[src/rtl/wb_pkg.sv]
// Shared widths and FSM state type for the core-to-Wishbone bridge.
package wb_pkg;
    localparam int unsigned AW   = 32;
    localparam int unsigned DW   = 32;
    localparam int unsigned SELW = 4;

    typedef enum logic [1:0] {IDLE, BUSY, ABORT} state_t;
endpackage

[src/rtl/wb_txn_fifo.sv]
// Small FIFO that remembers the write flag of each outstanding transaction.
module wb_txn_fifo #(
    parameter int unsigned DEPTH = 2,
    parameter int unsigned WIDTH = 1
) (
    input  logic             i_clk,
    input  logic             i_rst_n,
    input  logic             i_push,
    input  logic             i_pop,
    input  logic [WIDTH-1:0] i_data,
    output logic [WIDTH-1:0] o_data,
    output logic             o_full,
    output logic             o_empty
);
    localparam int unsigned   PW   = (DEPTH > 1) ? $clog2(DEPTH) : 1;
    localparam int unsigned   CW   = $clog2(DEPTH + 1);
    localparam logic [PW-1:0] LAST = PW'(DEPTH - 1);

    logic [WIDTH-1:0] r_mem [DEPTH];
    logic [PW-1:0]    r_wptr;
    logic [PW-1:0]    r_rptr;
    logic [CW-1:0]    r_count;
    logic             w_push;
    logic             w_pop;

    assign o_full  = (r_count == CW'(DEPTH));
    assign o_empty = (r_count == '0);
    assign o_data  = r_mem[r_rptr];
    assign w_push  = i_push & ~o_full;
    assign w_pop   = i_pop & ~o_empty;

    always_ff @(posedge i_clk or negedge i_rst_n) begin
        if (!i_rst_n) begin
            r_wptr  <= '0;
            r_rptr  <= '0;
            r_count <= '0;
            for (int unsigned i = 0; i < DEPTH; i++) begin
                r_mem[i] <= '0;
            end
        end else begin
            if (w_push) begin
                r_mem[r_wptr] <= i_data;
                r_wptr        <= (r_wptr == LAST) ? '0 : r_wptr + PW'(1);
            end
            if (w_pop) begin
                r_rptr <= (r_rptr == LAST) ? '0 : r_rptr + PW'(1);
            end
            if (w_push && !w_pop) begin
                r_count <= r_count + CW'(1);
            end else if (!w_push && w_pop) begin
                r_count <= r_count - CW'(1);
            end
        end
    end
endmodule

[src/rtl/core_to_wb.sv]
// Core req/gnt/rvalid to Wishbone B4 pipelined master bridge with
// bounded outstanding transactions and a response timeout abort.
module core_to_wb
    import wb_pkg::*;
#(
    parameter int unsigned MAX_OUT = 2,
    parameter int unsigned TIMEOUT = 255
) (
    input  logic            clk_i,
    input  logic            rst_ni,
    input  logic            req_i,
    output logic            gnt_o,
    input  logic            we_i,
    input  logic [SELW-1:0] be_i,
    input  logic [AW-1:0]   addr_i,
    input  logic [DW-1:0]   wdata_i,
    output logic            rvalid_o,
    output logic [DW-1:0]   rdata_o,
    output logic            err_o,
    output logic            cyc_o,
    output logic            stb_o,
    output logic            we_o,
    output logic [AW-1:0]   adr_o,
    output logic [SELW-1:0] sel_o,
    output logic [DW-1:0]   dat_o,
    input  logic [DW-1:0]   dat_i,
    input  logic            ack_i,
    input  logic            err_i,
    input  logic            stall_i
);
    localparam int unsigned   CW      = $clog2(MAX_OUT + 1);
    localparam int unsigned   TW      = (TIMEOUT > 0) ? $clog2(TIMEOUT + 1) : 1;
    localparam logic [CW-1:0] MAX_CNT = CW'(MAX_OUT);
    localparam logic [TW-1:0] TMO_LIM = TW'(TIMEOUT);

    state_t        r_state;
    state_t        w_state_nxt;
    logic [CW-1:0] r_cnt;
    logic [CW-1:0] w_cnt_nxt;
    logic [TW-1:0] r_tmo;
    logic [TW-1:0] w_tmo_nxt;
    logic          w_open;
    logic          w_issue;
    logic          w_bus_resp;
    logic          w_abort_resp;
    logic          w_pop;
    logic          w_head_we;
    logic          w_full;
    logic          w_empty;

    assign adr_o = addr_i;
    assign sel_o = be_i;
    assign we_o  = we_i;
    assign dat_o = wdata_i;

    // Gating with rst_ni keeps the handshake outputs low for the whole reset.
    assign w_open       = rst_ni & (r_state != ABORT);
    assign stb_o        = w_open & req_i & (r_cnt < MAX_CNT) & ~w_full;
    assign gnt_o        = stb_o & ~stall_i;
    assign cyc_o        = w_open & (stb_o | (r_cnt != '0));
    assign w_issue      = gnt_o;
    assign w_bus_resp   = w_open & (ack_i | err_i) & (r_cnt != '0) & ~w_empty;
    assign w_abort_resp = rst_ni & (r_state == ABORT) & (r_cnt != '0);
    assign w_pop        = w_bus_resp | w_abort_resp;

    assign rvalid_o = w_pop;
    assign err_o    = w_abort_resp | (w_bus_resp & err_i);
    assign rdata_o  = (w_bus_resp & ~w_head_we) ? dat_i : '0;

    wb_txn_fifo #(
        .DEPTH (MAX_OUT),
        .WIDTH (1)
    ) u_fifo (
        .i_clk   (clk_i),
        .i_rst_n (rst_ni),
        .i_push  (w_issue),
        .i_pop   (w_pop),
        .i_data  (we_i),
        .o_data  (w_head_we),
        .o_full  (w_full),
        .o_empty (w_empty)
    );

    always_comb begin
        w_cnt_nxt = r_cnt;
        if (w_issue && !w_pop) begin
            w_cnt_nxt = r_cnt + CW'(1);
        end else if (!w_issue && w_pop) begin
            w_cnt_nxt = r_cnt - CW'(1);
        end

        w_tmo_nxt = '0;
        if ((r_state == BUSY) && !w_issue && !ack_i && !err_i && (r_cnt != '0)) begin
            w_tmo_nxt = r_tmo + TW'(1);
        end

        w_state_nxt = r_state;
        case (r_state)
            IDLE:    if (w_issue) w_state_nxt = BUSY;
            BUSY: begin
                if (r_tmo == TMO_LIM) begin
                    w_state_nxt = ABORT;
                end else if (w_cnt_nxt == '0) begin
                    w_state_nxt = IDLE;
                end
            end
            // The last synthesized response is emitted in the same cycle we leave.
            ABORT:   if (r_cnt <= CW'(1)) w_state_nxt = IDLE;
            default: w_state_nxt = IDLE;
        endcase
    end

    always_ff @(posedge clk_i or negedge rst_ni) begin
        if (!rst_ni) begin
            r_state <= IDLE;
            r_cnt   <= '0;
            r_tmo   <= '0;
        end else begin
            r_state <= w_state_nxt;
            r_cnt   <= w_cnt_nxt;
            r_tmo   <= w_tmo_nxt;
        end
    end
endmodule

[config.mk]
export PLATFORM = sky130hd
export DESIGN_NAME = core_to_wb
export DESIGN_NICKNAME = d
export VERILOG_FILES = /design/src/rtl/wb_pkg.sv /design/src/rtl/wb_txn_fifo.sv /design/src/rtl/core_to_wb.sv
export SDC_FILE = /design/constraint.sdc
export NUM_CORES = 1
export LEC_CHECK = 0
export ABC_AREA = 1
export BUFFER_PORTS_ARGS = -buffer_cell sky130_fd_sc_hd__buf_2
export CAP_MARGIN = 20
export CORE_ASPECT_RATIO = 0.5
export CORE_MARGIN = 2
export CORE_UTILIZATION = 37
export CTS_CLUSTER_SIZE = 20
export DETAILED_ROUTE_END_ITERATION = 10
export PLACE_DENSITY = 0.95
export SLEW_MARGIN = 20
export SYNTH_ARGS = -nofsm -noshare
export SYNTH_HDL_FRONTEND = slang
export SYNTH_SLANG_ARGS = --single-unit
[constraint.sdc]
create_clock -name clk_i -period 5 [get_ports clk_i]
set_clock_uncertainty 0.05 [all_clocks]
set_input_delay 1.5 -clock clk_i [delete_from_list [all_inputs] [get_ports clk_i]]
set_output_delay 1.5 -clock clk_i [all_outputs]
set_load 0.01 [all_outputs]
Word-level counts from Yosys, hierarchy flattened
Index checks and enable logic that the tools add are counted.
Word-level totals
  logic and storage cells: 93
  output and inout port bits: 106
  bits of input ports: 107
  bits in registers: 18
Operators by class
  bitwise operators: 25
  add/subtract/negate cells: 7
  magnitude comparators: 5
  reduce and logical (&&, ||, !) cells: 21
  equal/unequal tests: 8
  multiplexer cells: 19
Operators with widths (number)
  $mux 32: 1
  $mux 2: 8
  $and 1x1->1: 15
  $logic_and 1x1->1: 9
  $add 8x1->8 const B: 1
  $eq 8x8->1 const B: 1
  $mux 8: 1
  $logic_not 1->1: 6
  $logic_not 2->1: 3
  $mux 1: 6
  $pmux 2 s3: 1
  $add 2x1->2 const B: 2
  $eq 2x2->1 const B: 2
  $ge 2x2->1 const B: 2
  $ne 2x1->1 const B: 2
  $not 1->1: 4
  $not 1->2: 2
  $or 1x1->1: 4
  $reduce_bool 2->1: 2
  $sub 2x1->2 const B: 2
  $ne 3x1->1 const B: 1
  $reduce_and 3->1: 1
  $add 1x1->1 const B: 2
  $bwmux 2: 1
  6 further kinds: 6

Depth between registers and ports, before layout
  depth in word-level cells: 14
  gate-level depth with buffers: 14
  depth with buffers taken out: 14

Cells and area by module
A second synthesis with hierarchy kept.
Second synthesis, totals
  cells, all modules: 284
  area total of the unflattened synthesis: 2010.7 um^2
By module, submodules not included
  core_to_wb: cells an instance 242, instances 1, sequential area each 300.3 um^2, area an instance 1687.9 um^2
  wb_txn_fifo: cells an instance 42, instances 1, sequential area each 150.1 um^2, area an instance 322.8 um^2

Worst setup path after synthesis
OpenSTA, ideal clock, no wires.
  kind: input to output
  start point: input port rst_ni
  end point: output port rdata_o[10]
  buffers on the path: 1
  path slack: 1.159 ns
  required time: 3.450 ns
  data arrival time: 2.291 ns
  cell stages on the path: 5
  cells stage by stage: nand2_1 > nor2_2 > nand4_1 > buf_2 > nor2_1
On the way
  cells in the longest elaborated chain, start to end: 6
RTL lines
  start: declaration: RTL line core_to_wb.sv:10  | input logic rst_ni,
  $and 1x1->1: RTL line core_to_wb.sv:57  | assign w_open = rst_ni & (r_state != ABORT);
  $and 1x1->1 (3 in a row): RTL line core_to_wb.sv:62  | assign w_bus_resp = w_open & (ack_i | err_i) & (r_cnt != '0) & ~w_empty;
  $and 1x1->1: RTL line core_to_wb.sv:68  | assign rdata_o = (w_bus_resp & ~w_head_we) ? dat_i : '0;
  $mux 32: RTL line core_to_wb.sv:68
  end: declaration: RTL line core_to_wb.sv:18  | output logic [DW-1:0] rdata_o,
No other way between the ends.

Final worst setup path
  start point: input port rst_ni
  end point: output port rdata_o[19]
The elaborated chain is that of the path after synthesis.

==> impl_metrics.csv <==
group,metric,value,unit
sta,period_share,85.4,%
synthesis,synth_area_per_cell,7.08,sq um
setup_path,crit_path_end_kind,"output port",
sta,rsz0062_at_grt,"no",
floorplan,io_pins,213,
placed_design,hpwl,3550,microns
clocking,clockBufferDepth,2,
synthesis,syn-num-nets,372,
sta,max_slew_margin,78.5,%
pwr,total_power,725,uW
sta,setup-tns-final,0,ns
clocking,clock-sinks,18,
drt,route.met3.wl,573,microns
setup_path,arrival,2.72,ns
sta,hold_viol,0,
sta,worstMarginPinSlew,0.321,ns
setup_path,worstSetupStartpointType,"input pin",
finish,drive_gt1_share,38.7,%
synthesis,synthTopCellsByCount,"buf_4 (69), inv_1 (48), nor2_1 (45), nand2_1 (23), dfrtp_1 (18)",
drt,wl_per_cell,12.4,microns
global_routing,grt_pass1_vias,1313,
clocking,path_clk_slew,0.06,ns
drt,num_vias,1491,
setup_path,crit_type,"input pin to output port",
pwr,cellPowerDensity,389,mW/mm^2
clocking,cts_setup_buffers,0,
floorplan,fp.dieH,54.0,microns
run,maxCapViolations,0,
synthesis,synth_top_area_share,28.0,%
clocking,cts_resized,0,
synthesis,synth-main-ff-cell,"dfrtp_1",
global_routing,grtUsageTotal,14.3,%
clocking,insertion_delay,0.25,ns
drt,wl_met2,1860,microns
placed_design,port_buffers,76,
drt,wl,4230,microns
global_routing,grt_max_degree,28,
synthesis,yosysTopAreaCell,"buf_4",
outcome,status,"completed",
clocking,cts_buffers,3,
synthesis,netlist_area,0.00185,sq mm
setup_path,path_max_fanout,27,
clocking,cts_tree,"done",
finish,diodes,0,
floorplan,floorplan.initialDensity,38.0,%
finish,fillers,510,
drt,drt_iter0_markers,47,
global_routing,gr-total-overflow,0,
drt,met1_length,1700,microns
drt,routed.top_layer,"met4",
synthesis,synth_cell_types,30,
synthesis,syn_inst,261,
finish,area_growth,0.948,%
floorplan,coreArea,0.00486,sq mm
synthesis,synth_edf_count,0,
setup_path,worstPathRequired,3.45,ns
global_routing,antenna_found_initial,0,
clocking,clockRootBuffer,"clkbuf_8",
sta,finalSetupViolCount,0,
synthesis,synthArstFlopShare,100,%
sta,maxSlewViolCount,0,
hold_path,hp-class,"flop to flop",
finish,nets,383,
floorplan,rows,18,
clocking,ctsHoldBuffers,0,
drt,ant_nets,0,
global_routing,grt_first_pass_wirelength,6250,microns
drt,viasPerCell,4.37,
sta,post-route-min-period,4.27,ns
synthesis,synth_area_leaders,"buf_4 (28%), dfrtp_1 (24%), inv_1 (9.7%), nor2_1 (9.1%), nand2_1 (4.7%)",
synthesis,synth.most_common_cell,"buf_4",
pwr,leakage,0.00118,uW
synthesis,yosys_register_bits,18,
synthesis,yosysSeqAreaShare,24.4,%
drt,drc_errors,0,
sta,fmax,0.234,GHz
floorplan,dieWidth,104,microns
placed_design,gp_congestion,0.773,
synthesis,yosysWarningCount,0,
clocking,htree_num_levels,1,
drt,drt-pass1-iter-count,4,
pwr,peakVddDrop,0.153,mV
floorplan,dieArea,0.00561,sq mm
-- worst max-delay path: stages --
cell     delay [ns]
buf_2          0.09
nand2_1        0.09
nor2_2         0.22
nand4_1        0.30
buf_12         0.27
nor2_1         0.10
buf_2          0.14
-- cells by family (layout without fill, tap and decap cells) --
family / count (synthesis) / in the layout / synth area share [%]
buf+inv: 122 / 132 / 39.0
simple gates: 101 / 101 / 28.4
flops: 18 / 18 / 24.4
compound gates: 13 / 13 / 4.06
fa+ha+maj: 4 / 4 / 2.71
xor+xnor: 3 / 3 / 1.42
-- path summary, 6_finish.rpt --
| path | from | endpoint | slack [ns] | depth (start not counted) |
|---|---|---|---|---|
| worst max-delay path | rst_ni | rdata_o[19] | 0.73 | 7 |
| worst min-delay path | r_tmo[0]$_DFF_PN0_ | r_tmo[0]$_DFF_PN0_ | 0.43 | 1 |
| worst max register to register | r_cnt[0]$_DFF_PN0_ | u_fifo.r_count[1]$_DFFE_PN0P_ | 2.85 | 12 |
| worst min register to register | r_tmo[0]$_DFF_PN0_ | r_tmo[0]$_DFF_PN0_ | 0.43 | 1 |
| max in group asynchronous | rst_ni | u_fifo.r_wptr$_DFFE_PN0P_ | 3.52 | 2 |
| min in group asynchronous | rst_ni | r_tmo[4]$_DFF_PN0_ | 1.18 | 2 |
-- flip-flops by register name, indices dropped and copies added, names as in the netlist --
signal,cells
r_cnt,2
r_state,2
r_tmo,8
u_fifo.r_count,2
u_fifo.r_mem,2
u_fifo.r_rptr,1
u_fifo.r_wptr,1
-- cell type report --
cell class	count	area, sq um	area share (%)
Timing Repair Buffer	78	408	21.9
Sequential cell	18	450	24.1
Tap cell	70	87.6	4.69
Multi-Input combinational cell	121	677	36.3
Inverter	50	188	10.1
Clock buffer	4	55.1	2.95
-- cell usage in the layout (no fill, tap or decap), types with 2 or more instances in the layout --
cell type / instances
a21oi_1: 4
nand3_2: 2
ha_1: 4
buf_2: 76
nand3_1: 3
nor2_2: 2
xnor2_1: 2
nor3b_1: 3
nor2_4: 3
nand2_2: 3
nor3_1: 4
nor2_1: 45
nand2_4: 6
o21ai_2: 2
nand2_1: 23
clkbuf_8: 4
nand4_1: 2
inv_1: 48
inv_2: 2
o21ai_0: 4
dfrtp_1: 18
-- metal layers --
metal | GRT usage, % | vias up
met5 | 1.79 | -
met1 | 15.9 | 670
met2 | 21.6 | 83
li1 | - | 724
met3 | 9.93 | 14
met4 | 5.86 | 0
-- report_power, final --
part | internal, uW | switching [uW] | total, uW | leakage, uW
registers | 185 | 34.6 | 220 | 0.000233
clock network | 69.9 | 45.0 | 115 | 0.0000288
logic | 152 | 238 | 390 | 0.000915
total | 407 | 318 | 725 | 0.00118
-- metrics by stage --
stage / std cells / utilization (%) / worst slack (ns) / instance area (sq um) / hold WS (ns)
detailed placement: 337 / 37.2 / 0.738 / 1810 / 0.412
floorplan: 261 / - / 1.16 / 1850 / 0.383
finish: 341 / 38.3 / 0.731 / 1870 / 0.425
global placement: 337 / 37.2 / 0.770 / 1810 / 0.405
CTS: 341 / 38.3 / 0.713 / 1870 / 0.421
global route: 341 / 38.3 / 0.579 / 1870 / 0.449
Power figures use the tool's default switching activity.
